[src/rtl/spi_pkg.sv]
// Shared definitions for the SPI master subsystem.
package spi_pkg;

  localparam int NUM_SLAVES = 2;
  localparam int DATA_W     = 8;
  localparam int CNT_W      = $clog2(DATA_W + 1);

  typedef enum logic [2:0] {
    ST_IDLE,
    ST_SETUP,
    ST_SHIFT_HI,
    ST_SHIFT_LO,
    ST_HOLD
  } spi_state_e;

endpackage

[src/rtl/spi_master_if.sv]
// SPI bus between one master and the slaves; ss_n is active-low, one bit per slave.
interface SPIbus import spi_pkg::*; ();

  logic                  sclk;
  logic                  mosi;
  logic                  miso;
  logic [NUM_SLAVES-1:0] ss_n;

  modport Master (output sclk, output mosi, output ss_n, input miso);
  modport Slave  (input sclk, input mosi, input ss_n, output miso);

endinterface

[src/rtl/spi_master_clk_div.sv]
// Half-period tick generator: Tick_o is high on the last cycle of every CLK_DIV-cycle phase.
module spi_clk_div #(
  parameter int unsigned CLK_DIV = 1
) (
  input  logic Clk_i,
  input  logic Rst_ni,
  input  logic Clr_i,
  output logic Tick_o
);

  localparam int unsigned CW = (CLK_DIV > 1) ? $clog2(CLK_DIV) : 1;
  localparam logic [CW-1:0] LAST = CW'(CLK_DIV - 1);

  logic [CW-1:0] cnt_q, cnt_d;

  assign Tick_o = (cnt_q == LAST);

  // Next count: wrap on tick, restart when a transfer is accepted.
  always_comb begin
    cnt_d = cnt_q + 1'b1;
    if (Clr_i || Tick_o) cnt_d = '0;
  end

  // Counter register.
  always_ff @(posedge Clk_i) begin
    if (!Rst_ni) cnt_q <= '0;
    else         cnt_q <= cnt_d;
  end

endmodule

[src/rtl/spi_master.sv]
// Single-byte SPI mode-0 master: MSB-first shift out on MOSI, capture on MISO.
module spi_master import spi_pkg::*; #(
  parameter int unsigned CLK_DIV = 1
) (
  input  logic                  Clk_i,
  input  logic                  Rst_ni,
  input  logic [DATA_W-1:0]     Buf_i,
  input  logic [NUM_SLAVES-1:0] ss_i,
  input  logic                  Strobe_i,
  SPIbus.Master                 Spim,
  output logic                  Busy_o,
  output logic [DATA_W-1:0]     RxData_o,
  output logic                  RxValid_o
);

  spi_state_e            state_q;
  logic [DATA_W-1:0]     tx_q;
  logic [DATA_W-1:0]     rx_q;
  logic [DATA_W-1:0]     rx_data_q;
  logic [NUM_SLAVES-1:0] ss_n_q;
  logic [CNT_W-1:0]      bit_cnt_q;
  logic                  sclk_q;
  logic                  busy_q;
  logic                  rx_valid_q;
  logic                  tick;
  logic                  accept;

  assign accept = (state_q == ST_IDLE) && Strobe_i && (ss_i != '0);

  spi_clk_div #(
    .CLK_DIV (CLK_DIV)
  ) u_clk_div (
    .Clk_i  (Clk_i),
    .Rst_ni (Rst_ni),
    .Clr_i  (accept),
    .Tick_o (tick)
  );

  // Transfer FSM; every bus-facing output is a register updated here.
  always_ff @(posedge Clk_i) begin
    if (!Rst_ni) begin
      state_q    <= ST_IDLE;
      tx_q       <= '0;
      rx_q       <= '0;
      rx_data_q  <= '0;
      ss_n_q     <= '1;
      bit_cnt_q  <= '0;
      sclk_q     <= 1'b0;
      busy_q     <= 1'b0;
      rx_valid_q <= 1'b0;
    end else begin
      rx_valid_q <= 1'b0;
      case (state_q)
        ST_IDLE: begin
          if (accept) begin
            tx_q      <= Buf_i;
            ss_n_q    <= ~ss_i;
            bit_cnt_q <= '0;
            busy_q    <= 1'b1;
            state_q   <= ST_SETUP;
          end
        end
        ST_SETUP: begin
          if (tick) begin
            sclk_q    <= 1'b1;
            rx_q      <= {rx_q[DATA_W-2:0], Spim.miso};
            bit_cnt_q <= bit_cnt_q + 1'b1;
            state_q   <= ST_SHIFT_HI;
          end
        end
        ST_SHIFT_HI: begin
          if (tick) begin
            sclk_q  <= 1'b0;
            tx_q    <= {tx_q[DATA_W-2:0], 1'b0};
            state_q <= ST_SHIFT_LO;
          end
        end
        ST_SHIFT_LO: begin
          if (tick) begin
            if (bit_cnt_q == CNT_W'(DATA_W)) begin
              state_q <= ST_HOLD;
            end else begin
              sclk_q    <= 1'b1;
              rx_q      <= {rx_q[DATA_W-2:0], Spim.miso};
              bit_cnt_q <= bit_cnt_q + 1'b1;
              state_q   <= ST_SHIFT_HI;
            end
          end
        end
        ST_HOLD: begin
          if (tick) begin
            ss_n_q     <= '1;
            rx_data_q  <= rx_q;
            rx_valid_q <= 1'b1;
            busy_q     <= 1'b0;
            state_q    <= ST_IDLE;
          end
        end
        default: state_q <= ST_IDLE;
      endcase
    end
  end

  // MOSI is the TX register MSB; it only moves on the SHIFT_LO entry shift.
  assign Spim.mosi = tx_q[DATA_W-1];
  assign Spim.sclk = sclk_q;
  assign Spim.ss_n = ss_n_q;
  assign Busy_o    = busy_q;
  assign RxData_o  = rx_data_q;
  assign RxValid_o = rx_valid_q;

endmodule

[src/flat_wrapper.sv]
// flat-port wrapper written by rule: the top's interface ports become plain ports
module spi_master_flat import spi_pkg::*;
#(
  parameter int unsigned CLK_DIV = 1
)
  (Clk_i, Rst_ni, Buf_i, ss_i, Strobe_i, Busy_o, RxData_o, RxValid_o, Spim_sclk, Spim_mosi, Spim_ss_n, Spim_miso);
  SPIbus Spim_i ();
  input  logic Clk_i;
  input  logic Rst_ni;
  input  logic [DATA_W-1:0] Buf_i;
  input  logic [NUM_SLAVES-1:0] ss_i;
  input  logic Strobe_i;
  output logic Busy_o;
  output logic [DATA_W-1:0] RxData_o;
  output logic RxValid_o;
  output wire logic [$bits(Spim_i.sclk)-1:0] Spim_sclk;
  output wire logic [$bits(Spim_i.mosi)-1:0] Spim_mosi;
  output wire logic [$bits(Spim_i.ss_n)-1:0] Spim_ss_n;
  input wire logic [$bits(Spim_i.miso)-1:0] Spim_miso;
  assign Spim_sclk = Spim_i.sclk;
  assign Spim_mosi = Spim_i.mosi;
  assign Spim_ss_n = Spim_i.ss_n;
  assign Spim_i.miso = Spim_miso;
  spi_master #(.CLK_DIV(CLK_DIV)) u_core (.Clk_i(Clk_i), .Rst_ni(Rst_ni), .Buf_i(Buf_i), .ss_i(ss_i), .Strobe_i(Strobe_i), .Spim(Spim_i), .Busy_o(Busy_o), .RxData_o(RxData_o), .RxValid_o(RxValid_o));
endmodule
[config.mk]
export PLATFORM = sky130hd
export DESIGN_NAME = spi_master_flat
export DESIGN_NICKNAME = d
export VERILOG_FILES = /design/src/rtl/spi_pkg.sv /design/src/rtl/spi_master_if.sv /design/src/rtl/spi_master_clk_div.sv /design/src/rtl/spi_master.sv /design/src/flat_wrapper.sv
export SDC_FILE = /design/constraint.sdc
export NUM_CORES = 1
export LEC_CHECK = 0
export ABC_AREA = 1
export ABC_CLOCK_PERIOD_IN_PS = 1700
export CORE_AREA = 2 2 85 87
export DETAILED_ROUTE_END_ITERATION = 10
export DIE_AREA = 0 0 87 89
export RECOVER_POWER = 50
export SYNTH_ARGS = -nofsm -noshare
export SYNTH_HDL_FRONTEND = slang
export SYNTH_SLANG_ARGS = --single-unit
[constraint.sdc]
create_clock -name Clk_i -period 1.7 [get_ports Clk_i]
set_input_delay 0.425 -clock Clk_i [delete_from_list [all_inputs] [get_ports Clk_i]]
set_output_delay 0.425 -clock Clk_i [all_outputs]
set_load 0.01 [all_outputs]
* Word level (Yosys, flattened, before mapping) *
Cells that the tools add are included.

cells by class
  $add $sub $neg = 2
  bitwise gates (word level) = 3
  equal/unequal tests = 11
  multiplexer cells = 30
  reductions and logical operators = 19

operators with widths
  operator               number
  $mux W8                5
  $pmux W8 S2            2
  $mux W3                6
  $mux W4                4
  $pmux W3 S5            1
  $reduce_and A5 Y1      3
  $ne A2 B2 Y1 const B   6
  $pmux W4 S3            1
  $reduce_bool A2 Y1     4
  $eq A3 B2 Y1 const B   2
  $mux W1                6
  $reduce_and A3 Y1      2
  $reduce_bool A3 Y1     2
  $add A4 B1 Y4 const B  1
  $eq A4 B4 Y1 const B   1
  $mux W2                2
  $pmux W2 S2            1
  $reduce_and A2 Y1      2
  $reduce_and A4 Y1      1
  $eq A3 B1 Y1 const B   1
  $eq A3 B3 Y1 const B   1
  $logic_not A3 Y1       1
  $pmux W1 S3            1
  $logic_and A1 B1 Y1    2
  6 further kinds        7

word-level totals
  logic and storage cells = 75
  register bits after elaboration = 37
  bits of input ports = 14

* Depth between registers and ports, before layout *
Gate-level depths: netlist of run 1.

  depth in word-level cells = 5
  depth in mapped cells = 10

* Hierarchy *
A second synthesis of run 1 with hierarchy kept.

second synthesis, totals
  cells, all modules = 230
  area total of the unflattened synthesis = 1670.4 um2

modules (own cells, without submodules)
  module       instances  cells an instance  area an instance (um2)  sequential area each (um2)
  spi_master   1          227                1642.8                  720.7
  spi_clk_div  1          3                  27.5                    20.0

* Least setup slack after synthesis of run 1 *
Ideal clock, no wire load.

  path type = register -> register
  start point = register u_core.bit_cnt_q[0]
  end point = register u_core.state_q[2]
  library setup time = 0.111 ns
  stages on the path, launching flop included = 10
  data required time = 1.589 ns
  buffers on the path = 1
  setup slack = 0.454 ns
  clock period less this slack = 1.246 ns
  arrival time = 1.135 ns
  cell sequence = dfxtp_1 > inv_1 > ha_1 > nand2_1 > nor2_1 > nand2_2 > buf_6 > nand3_1 > nand3_1 > inv_1

between the ends
  longest elaborated chain between the ends = 4

RTL lines
  element                 line              RTL
  from (decl)             spi_master.sv:21  logic [CNT_W-1:0] bit_cnt_q;
  from (signal assigned)  spi_master.sv:67  bit_cnt_q <= bit_cnt_q + 1'b1;
  from (signal assigned)  spi_master.sv:85  bit_cnt_q <= bit_cnt_q + 1'b1;
  $eq A4 B4 Y1            spi_master.sv:80  if (bit_cnt_q == CNT_W'(DATA_W)) begin
  $mux W3                 spi_master.sv:80
  $mux W3                 spi_master.sv:79  if (tick) begin
  $pmux W3 S5             spi_master.sv:53  case (state_q)
  to (signal assigned)    spi_master.sv:60  state_q <= ST_SETUP;
  to (signal assigned)    spi_master.sv:81  state_q <= ST_HOLD;
  to (signal assigned)    spi_master.sv:86  state_q <= ST_SHIFT_HI;
  to (decl)               spi_master.sv:16  spi_state_e state_q;

No other way between the ends. The select of a mux whose other input is x is not followed.
A chain may end at the register's enable or synchronous reset.

* Final worst setup path of run 1 *
  start point = register u_core.busy_q, in the netlist u_core.Busy_o
  end point = output port Busy_o

RTL lines
  element                 line                RTL
  from (decl)             spi_master.sv:23    logic busy_q;
  from (signal assigned)  spi_master.sv:49    busy_q <= 1'b0;
  from (signal assigned)  spi_master.sv:59    busy_q <= 1'b1;
  from (signal assigned)  spi_master.sv:95    busy_q <= 1'b0;
  to (decl)               flat_wrapper.sv:13  output logic Busy_o;

No word-level cell between the ends.

==> results.json, run 1 <==
{
  "ctsHtreeMaxLevel": 2,
  "synth_edf_count": 0,
  "wl_per_cell_um": 10.5,
  "rsz0062_at_grt": "no",
  "vias": 1542,
  "slew_headroom": 0.664,
  "portBuffers": 27,
  "start_util": 0.249,
  "crit_fanout": 2,
  "viasPerCell": 4.44,
  "nFillCells": 726,
  "worst_hold_slack_ns": 0.445,
  "rrSetupSlack_ns": 0.21,
  "finish.utilization": 0.317,
  "reg2reg_depth": 7,
  "synth_cells": 234,
  "endpoint_kind": "output port",
  "drive_above_1_share": 0.0824,
  "areaGrowthSynthToFinish_pct": 27.2,
  "max_freq_mhz": 625,
  "grt_usage": 0.103,
  "hold_buffers": 0,
  "antenna_found_initial": 0,
  "clkSinkCount": 37,
  "ant_nets": 0,
  "p_clk_frac": 0.245,
  "synth_common_cells": "nand2_1, dfxtp_1, a21oi_1, nand3_1, nor2_1",
  "min-delay-start": "u_core.RxData_o[1]",
  "internal-power_mw": 1.96,
  "grt_max_degree": 19,
  "drt-initial-drc-count": 65,
  "ctsRootBufferMaster": "clkbuf_8",
  "cts_made_buffers": 5,
  "die_h_um": 89,
  "dp_hpwl_um": 2560,
  "synth_area_leaders": "dfxtp_1, nand2_1, a21oi_1",
  "r2r-end": "u_core.tx_q[6]",
  "coreArea_um2": 6720,
  "io_pins": 28,
  "holdCritPathClass": "reg -> reg",
  "cts.path.max_buffers": 2,
  "yosysUniqueCellTypes": 24,
  "nNetsFinal": 282,
  "timing.final.setup_violations": 0,
  "r2r_start": "u_core.state_q[2]",
  "grt_pass1_vias": 1398,
  "max_cap_violations": 0,
  "peakVddDrop_mv": 0.598,
  "required_ns": 1.27,
  "synth.ff_latch_count": 37,
  "critPathSlowestCell": "clkdlybuf4s50_1",
  "synth.most_common_cell": "nand2_1",
  "period_share": 0.941,
  "pwr-share-seq": 0.371,
  "holdPathStages": 2,
  "die_w_um": 87,
  "tightest_slew_ns": 0.504,
  "seq_area_frac_synth": 0.442,
  "dieArea_um2": 7740,
  "wirelength_um": 3630,
  "synth_top_cell_area_share": 0.442,
  "grt-ovfl-total": 0,
  "n_antenna_cell": 0,
  "maxSlewViolCount": 0,
  "swShare": 0.389,
  "post-cts-setup-buffer-count": 0,
  "avgSynthCellArea_um2": 7.16,
  "place_ws_ns": -0.0295,
  "synth_area_um2": 1680,
  "min_to": "u_core.RxData_o[1]",
  "hold_viol": 0,
  "skew_ns": 0.0108,
  "synth_flop_cell": "dfxtp_1",
  "fp-row-count": 30,
  "arrival_ns": 1.17,
  "grt_pass1_wl_um": 6400,
  "worst-path-buf-inv": 1,
  "p_sw_mw": 1.25,
  "insertion_delay_ns": 0.29,
  "crit_chain": "clkdlybuf4s50_1",
  "crit_family": "buffers and inverters",
  "drc": 0,
  "crit_type": "reg -> out",
  "tritoncts": "yes",
  "cts_resized": 0,
  "combPwrFrac": 0.383,
  "synthesis.nets": 250,
  "gp_congestion": 0.746,
  "p_per_area_nw_per_um2": 1510,
  "dr.pass1.iters": 6,
  "status": "finished clean",
  "start_kind": "flip-flop",
  "p_leak_nw": 0.875,
  "layout_setup_ws_ns": 0.100,
  "slowest_delay_ns": 0.54,
  "clkTransAtPathRegs_ns": 0.09,
  "period_needed_ns": 1.60,
  "yosysTopAreaCell": "dfxtp_1",
  "async_reset_ff_frac": 0,
  "yosys_warnings": 0
}
-- metal layers --
metal	vias up	global-route usage	part of all wire	routed length, um
li1	819	-	-	-
met1	694	0.132	0.49	1760
met2	27	0.167	0.46	1680
met3	2	0.0277	0.041	150
met4	0	0.0384	0.0091	33
met5	-	0	0	0
-- power groups by stage --
stage	combinational (mW)	clock, mW	sequential [mW]
6_report	1.23	0.787	1.19
3_3_place_gp	1.26	0	1.21
3_5_place_dp	1.27	0	1.21
5_1_grt	1.41	0.849	1.22
4_1_cts	1.27	0.807	1.19
2_1_floorplan	0.934	0	1.19
-- final cells by class --
cell class                      instances  area, um^2  share of cell area
Timing Repair Buffer                   33         309               0.145
Clock buffer                            5        68.8              0.0323
Tap cell                               80         100              0.0470
Multi-Input combinational cell        166         782               0.367
Clock inverter                          3        43.8              0.0206
Inverter                               23        86.3              0.0405
Sequential cell                        37         741               0.348
-- kinds of logic (layout without fill, tap and decap cells) --
logic type / after synthesis / count (layout) / synth area share
and+or+nand+nor: 114 / 114 / 0.310
AOI/OAI and AO/OA: 48 / 48 / 0.143
DFF: 37 / 37 / 0.442
buffers and inverters: 31 / 64 / 0.0822
adders and majority gates: 2 / 2 / 0.0149
other: 1 / 1 / 0.00224
xor gates and xnor gates: 1 / 1 / 0.00523
-- registers in the layout (all words and copies together) (netlist names) --
signal and cells:
u_core.RxData_o 8, u_core.rx_q 8, u_core.tx_q 8, u_core.bit_cnt_q 4, u_core.state_q 3, u_core.Spim.ss_n 2
u_core.Busy_o 1, u_core.RxValid_o 1, u_core.Spim.sclk 1, u_core.u_clk_div.cnt_q 1
-- placed cells by master, fill, tap and decap left out, types with 2 or more instances in the layout --
cell / instances
nand3_2: 2
buf_4: 4
a21oi_1: 30
inv_2: 2
clkbuf_8: 5
ha_1: 2
inv_1: 21
dfxtp_1: 37
nand2_1: 57
clkdlybuf4s50_1: 26
nand3_1: 25
nor2_2: 2
nand2_2: 2
o21ai_0: 18
nor2_1: 22
-- per-stage QoR --
stage,TNS [ns],cells,power (mW),cell area (um^2)
floorplan,0,234,2.12,1680
global placement,-0.0240,339,2.47,2040
detailed placement,-0.0770,339,2.48,2040
CTS,0,347,3.27,2150
global route,0,347,3.48,2130
finish,0,347,3.21,2130
-- worst max path at each step --
stage | from | endpoint | depth (start not counted)
2_1_floorplan | u_core.bit_cnt_q[0] | u_core.state_q[2] | 9
3_3_place_gp | ss_i[0] | u_core.Spim.ss_n[0] | 8
3_5_place_dp | ss_i[1] | u_core.Spim.ss_n[0] | 8
4_1_cts | u_core.Spim.sclk | Spim_sclk | 1
5_1_grt | u_core.bit_cnt_q[0] | u_core.bit_cnt_q[3] | 9
6_report | u_core.Busy_o | Busy_o | 1
No activity file was read; power rests on OpenSTA's default activity.
==> inputs of run 2 (changes only) <==
--- a/config.mk
+++ b/config.mk
@@ -11,6 +11,7 @@
 export DETAILED_ROUTE_END_ITERATION = 10
 export DIE_AREA = 0 0 87 89
 export RECOVER_POWER = 50
+export SETUP_SLACK_MARGIN = 0.2
 export SYNTH_ARGS = -nofsm -noshare
 export SYNTH_HDL_FRONTEND = slang
 export SYNTH_SLANG_ARGS = --single-unit
==> run 2 against run 1 <==
Against the previous run:
- global-route usage is essentially flat
- first-iteration DRC count increased by 37%
- routed wire length increased by 2.9%
- highest routed layer unchanged
- count of clock-buffer cells in the layout did not move
- setup slack improved by 0.19 ns
- maximum frequency up 13%
- via count up 2.4%
- total power rose by 3.3%
- sequential share of layout area decreased by 0.92 points
- core utilization up 1.0 points
- clock skew barely moved
==> results.json, run 2 (synthesis gave the netlist of run 1 again) <==
{
  "status": "finished clean",
  "grt_pass1_vias": 1394,
  "layout_common_cells": "nand2_1, dfxtp_1, a21oi_1, nand3_1, inv_1",
  "period_share": 0.829,
  "hold_buffers": 0,
  "hold_viol": 0,
  "slowest_delay_ns": 0.35,
  "io_pins": 28,
  "p_leak_nw": 0.978,
  "period_needed_ns": 1.41,
  "dr.pass1.iters": 4,
  "coreArea_um2": 6720,
  "wirelength_um": 3740,
  "viasPerCell": 4.49,
  "crit_chain": "inv_1 > ha_1 > nand2_1 > nor2_1 > nand2_2 > buf_4 > and2_1 > nor2_1 > nor2_1",
  "path_common_cell": "nor2_1",
  "vias": 1579,
  "drive_above_1_share": 0.129,
  "layout_setup_ws_ns": 0.290,
  "maxSlewViolCount": 0,
  "ant_nets": 0,
  "dieArea_um2": 7740,
  "reg2reg_depth": 9,
  "min_to": "u_core.RxData_o[1]",
  "slew_headroom": 0.663,
  "place_ws_ns": -0.0295,
  "crit_fanout": 7,
  "antenna_found_initial": 0,
  "peakVddDrop_mv": 0.608,
  "n_antenna_cell": 0,
  "ctsHtreeMaxLevel": 2,
  "clkTransAtPathRegs_ns": 0.08,
  "timing.final.setup_violations": 0,
  "crit_family": "simple AND/OR/NAND/NOR gates",
  "cts_made_buffers": 5,
  "holdCritPathClass": "reg -> reg",
  "dp_hpwl_um": 2560,
  "cts.path.max_buffers": 2,
  "ctsRootBufferMaster": "clkbuf_8",
  "worst-path-buf-inv": 2,
  "die_w_um": 87,
  "clkSinkCount": 37,
  "areaGrowthSynthToFinish_pct": 31.3,
  "die_h_um": 89,
  "final_common_cell": "nand2_1",
  "holdPathStages": 2,
  "grt_pass1_wl_um": 6370,
  "arrival_ns": 1.59,
  "grt-ovfl-total": 0,
  "nNetsFinal": 287,
  "max_cap_violations": 0,
  "r2r-end": "u_core.state_q[1]",
  "start_util": 0.249,
  "fp-row-count": 30,
  "postLayoutCellArea_um2": 2200,
  "max_freq_mhz": 709,
  "tritoncts": "yes",
  "drt-initial-drc-count": 89,
  "p_per_area_nw_per_um2": 1510,
  "portBuffers": 27,
  "grt_usage": 0.102,
  "rrSetupSlack_ns": 0.29,
  "insertion_delay_ns": 0.29,
  "tightest_slew_ns": 0.504,
  "wl_per_cell_um": 10.6,
  "r2r_start": "u_core.bit_cnt_q[0]",
  "crit_type": "reg -> reg",
  "critPathSlowestCell": "dfxtp_2",
  "endpoint_kind": "flip-flop",
  "grt_max_degree": 19,
  "dpl-instance-area_um2": 2040,
  "drc": 0,
  "skew_ns": 0.0107,
  "min-delay-start": "u_core.RxData_o[1]",
  "required_ns": 1.88,
  "start_kind": "flip-flop",
  "nFillCells": 722,
  "gp_congestion": 0.746,
  "rsz0062_at_grt": "yes"
}
-- run 2: cell count changes in the layout (fill, tap and decap cells not counted), sizes merged --
cell and change:
buf +5, clkdlybuf4s50 -16, dlygate4sd2 +14, dlymetal6s2s +2
-- run 2: worst max path at each step --
stage / slack (ns) / to / startpoint / depth (start not counted)
after global placement: -0.02 / u_core.Spim.ss_n[0] / ss_i[0] / 8
final: 0.29 / u_core.state_q[1] / u_core.bit_cnt_q[0] / 9
after global routing: 0.12 / u_core.RxData_o[0] / u_core.state_q[0] / 5
after CTS: 0.22 / u_core.bit_cnt_q[1] / u_core.bit_cnt_q[0] / 10
after detailed placement: -0.03 / u_core.Spim.ss_n[0] / ss_i[1] / 8
after floorplan: 0.45 / u_core.state_q[2] / u_core.bit_cnt_q[0] / 9
-- run 2: worst register-to-register path, cell delays in order (launching register included) --
cell and delay (ns):
dfxtp_2 0.35, inv_1 0.07, ha_1 0.14, nand2_1 0.05
nor2_1 0.11, nand2_2 0.14, buf_4 0.17, and2_1 0.13
nor2_1 0.09, nor2_1 0.05
-- run 2: area by class of cell --
class	instances	area, um^2	area share
clock buffer	5	68.8	0.0313
clock inverter	3	43.8	0.0199
inverter	23	86.3	0.0392
multi-input combinational	166	822	0.374
sequential	37	744	0.338
tap	80	100	0.0455
timing repair buffer	38	334	0.152
-- run 2: per-stage QoR --
stage | hold slack (ns) | util | setup TNS, ns | power (mW) | cells
finish | 0.442 | 0.327 | 0 | 3.31 | 352
global route | 0.467 | 0.327 | 0 | 3.59 | 352
CTS | 0.447 | 0.318 | 0 | 3.23 | 347
detailed placement | 0.436 | 0.304 | -0.0770 | 2.48 | 339
global placement | 0.436 | 0.304 | -0.0240 | 2.47 | 339
floorplan | 0.438 | - | 0 | 2.12 | 234
-- run 2: per-layer routing --
layer / vias to the layer above / wire length [um] / GRT usage
met5: - / 0 / 0
met4: 0 / 55 / 0.0384
met3: 5 / 180 / 0.0259
met2: 37 / 1750 / 0.167
met1: 709 / 1750 / 0.132
li1: 828 / - / -
-- run 2: timing repair --
action | CTS | global route
gates resized for setup | 14 | 13
setup endpoints to repair | 14 | 25
gates cloned | 0 | 0
setup buffers | 0 | 5
pin swaps | 0 | 4
-- run 2: power breakdown --
part	internal [mW]	switching [mW]	total, mW
clock network	0.440	0.341	0.781
registers	1.05	0.149	1.20
logic	0.522	0.815	1.34
total	2.01	1.31	3.31
==> inputs of run 3 (changes only) <==
--- a/config.mk
+++ b/config.mk
@@ -6,7 +6,7 @@
 export NUM_CORES = 1
 export LEC_CHECK = 0
 export ABC_AREA = 1
-export ABC_CLOCK_PERIOD_IN_PS = 1700
+export ABC_CLOCK_PERIOD_IN_PS = 1200
 export CORE_AREA = 2 2 85 87
 export DETAILED_ROUTE_END_ITERATION = 10
 export DIE_AREA = 0 0 87 89
==> constraint.sdc (replaced) <==
create_clock -name Clk_i -period 1.2 [get_ports Clk_i]
set_input_delay 0.3 -clock Clk_i [delete_from_list [all_inputs] [get_ports Clk_i]]
set_output_delay 0.3 -clock Clk_i [all_outputs]
set_load 0.01 [all_outputs]
==> run 3 against run 2 <==
Against the previous run:
- the flow now finishes with violations (setup timing)
- critical endpoint unchanged
- clock skew grew 0.0011 ns
- sequential share of layout area is 6.7 points lower
- flip-flop and latch count did not move
- total power rose by 82%
- setup slack got worse by 0.34 ns
- non-clock buffer count grew 25
- clock power up 42%
- sequential power is 47% higher
==> results.json, run 3 (synthesis gave the netlist of run 1 again) <==
{
  "clkSinkCount": 37,
  "wirelength_um": 4420,
  "dieArea_um2": 7740,
  "violations": "setup timing",
  "max_cap_violations": 0,
  "status": "complete, but fails checks",
  "crit_fanout": 8,
  "die_w_um": 87,
  "p_clk_frac": 0.185,
  "arrival_ns": 1.44,
  "ctsHtreeMaxLevel": 2,
  "grt_max_degree": 15,
  "grt-ovfl-total": 0,
  "cts.path.max_buffers": 2,
  "crit_chain": "inv_2 > ha_4 > nand2_4 > nor2_4 > nand2_8 > and2_4 > nor2_1 > nor2_1",
  "dr.pass1.iters": 4,
  "drive_above_1_share": 0.462,
  "drt-met1-wl_um": 1970,
  "endpoint_kind": "flip-flop",
  "path_common_cell": "nor2_1",
  "slowest_delay_ns": 0.33,
  "period_share": 1.04,
  "p_sw_mw": 2.45,
  "timing.final.setup_violations": 16,
  "worst-path-buf-inv": 1,
  "finalPower_mw": 6.02,
  "dpl-instance-area_um2": 2310,
  "dp_hpwl_um": 2770,
  "portBuffers": 27,
  "areaGrowthSynthToFinish_pct": 67.0,
  "n_antenna_cell": 0,
  "crit_type": "reg -> reg",
  "viasPerCell": 4.54,
  "start_util": 0.249,
  "drc": 0,
  "routed-wl-met2_um": 2240,
  "postLayoutCellArea_um2": 2800,
  "grt_usage": 0.118,
  "ctsRootBufferMaster": "clkbuf_8",
  "hold_viol": 0,
  "insertion_delay_ns": 0.30,
  "top_layer_used": "met4",
  "start_kind": "flip-flop",
  "wl_per_cell_um": 11.7,
  "ant_nets": 0,
  "holdCritPathClass": "in -> reg",
  "peakVddDrop_mv": 0.994,
  "dp.cells": 361,
  "maxSlewViolCount": 0,
  "nNetsFinal": 314,
  "gp_congestion": 0.762,
  "required_ns": 1.39,
  "pwr-share-seq": 0.292,
  "p_per_area_nw_per_um2": 2150,
  "fin_cells": 379,
  "fp-row-count": 30,
  "skew_ns": 0.0118,
  "rsz0062_at_grt": "yes",
  "coreArea_um2": 6720,
  "setup_tns_ns": -0.293,
  "drt-initial-drc-count": 37,
  "max_freq_mhz": 798,
  "cts_made_buffers": 5,
  "hold_buffers": 0,
  "final_common_cell": "nand2_1",
  "vias": 1722,
  "place_ws_ns": -0.436,
  "antenna_found_initial": 0,
  "swShare": 0.406,
  "layout_common_cells": "nand2_1, dfxtp_1, buf_6, buf_4, a21oi_2",
  "period_needed_ns": 1.25,
  "internal-power_mw": 3.58,
  "clkTransAtPathRegs_ns": 0.08,
  "tritoncts": "yes",
  "wl_met3_um": 137,
  "grt_pass1_vias": 1560,
  "layout_setup_ws_ns": -0.0527,
  "die_h_um": 89,
  "io_pins": 28,
  "critPathSlowestCell": "dfxtp_2",
  "grt_pass1_wl_um": 7130,
  "combPwrFrac": 0.523,
  "crit_family": "simple AND/OR/NAND/NOR gates",
  "p_leak_nw": 1.14
}
-- run 3: cell count changes in the layout (fill, tap and decap cells not counted), sizes merged --
cell	before	now
dlygate4sd3	1	0
clkbuf	7	5
nand3	27	29
buf	9	50
dlymetal6s2s	2	0
dlygate4sd2	14	3
-- run 3: area by class of cell --
cell class | count | area (um^2)
flip-flops and latches | 37 | 759
fillers | 663 | 3920
inverters | 23 | 88.8
well taps | 80 | 100
multi-input cells | 168 | 1130
clock buffers | 5 | 68.8
clock inverters | 3 | 43.8
repair buffers | 63 | 602
-- run 3: routing by layer --
metal  vias to the layer above  global-route usage
li1                        891                   -
met1                       795               0.140
met2                        28               0.203
met3                         8              0.0314
met4                         0              0.0483
met5                         -                   0
-- run 3: power groups by stage --
| stage | registers [mW] | clock network, mW | logic, mW |
|---|---|---|---|
| 6_report | 1.76 | 1.11 | 3.15 |
| 5_1_grt | 1.79 | 1.20 | 3.43 |
| 4_1_cts | 1.74 | 1.14 | 2.71 |
| 3_5_place_dp | 1.71 | 0 | 2.29 |
| 3_3_place_gp | 1.71 | 0 | 2.27 |
| 2_1_floorplan | 1.71 | 0 | 1.50 |
-- run 3: metrics by stage --
step | hold WS, ns | util
floorplan | 0.441 | -
global placement | 0.433 | 0.343
detailed placement | 0.436 | 0.343
CTS | 0.425 | 0.392
global route | 0.466 | 0.416
finish | 0.440 | 0.416
-- run 3: worst reg2reg max path: cells and delay by family, from the launching register on --
kind	cells	cell delay [ns]
buf+inv	1	0.07
fa+ha+maj	1	0.14
flops	1	0.33
simple gates	6	0.61
-- run 3: repair_timing --
action | 4_1_cts | 5_1_grt
pin swaps | 25 | 13
resized for setup | 132 | 39
gates cloned | 2 | 0
endpoints found under the setup margin | 50 | 50
buffers inserted | 2 | 6
-- run 3: final timing paths --
| check | slack [ns] | depth (start not counted) | from | end |
|---|---|---|---|---|
| setup / recovery | -0.05 | 8 | u_core.bit_cnt_q[1] | u_core.state_q[1] |
| hold / removal | 0.44 | 4 | ss_i[0] | u_core.Spim.ss_n[0] |
| setup reg to reg | -0.05 | 8 | u_core.bit_cnt_q[1] | u_core.state_q[1] |
| hold reg to reg | 0.46 | 2 | u_core.RxData_o[3] | u_core.RxData_o[3] |
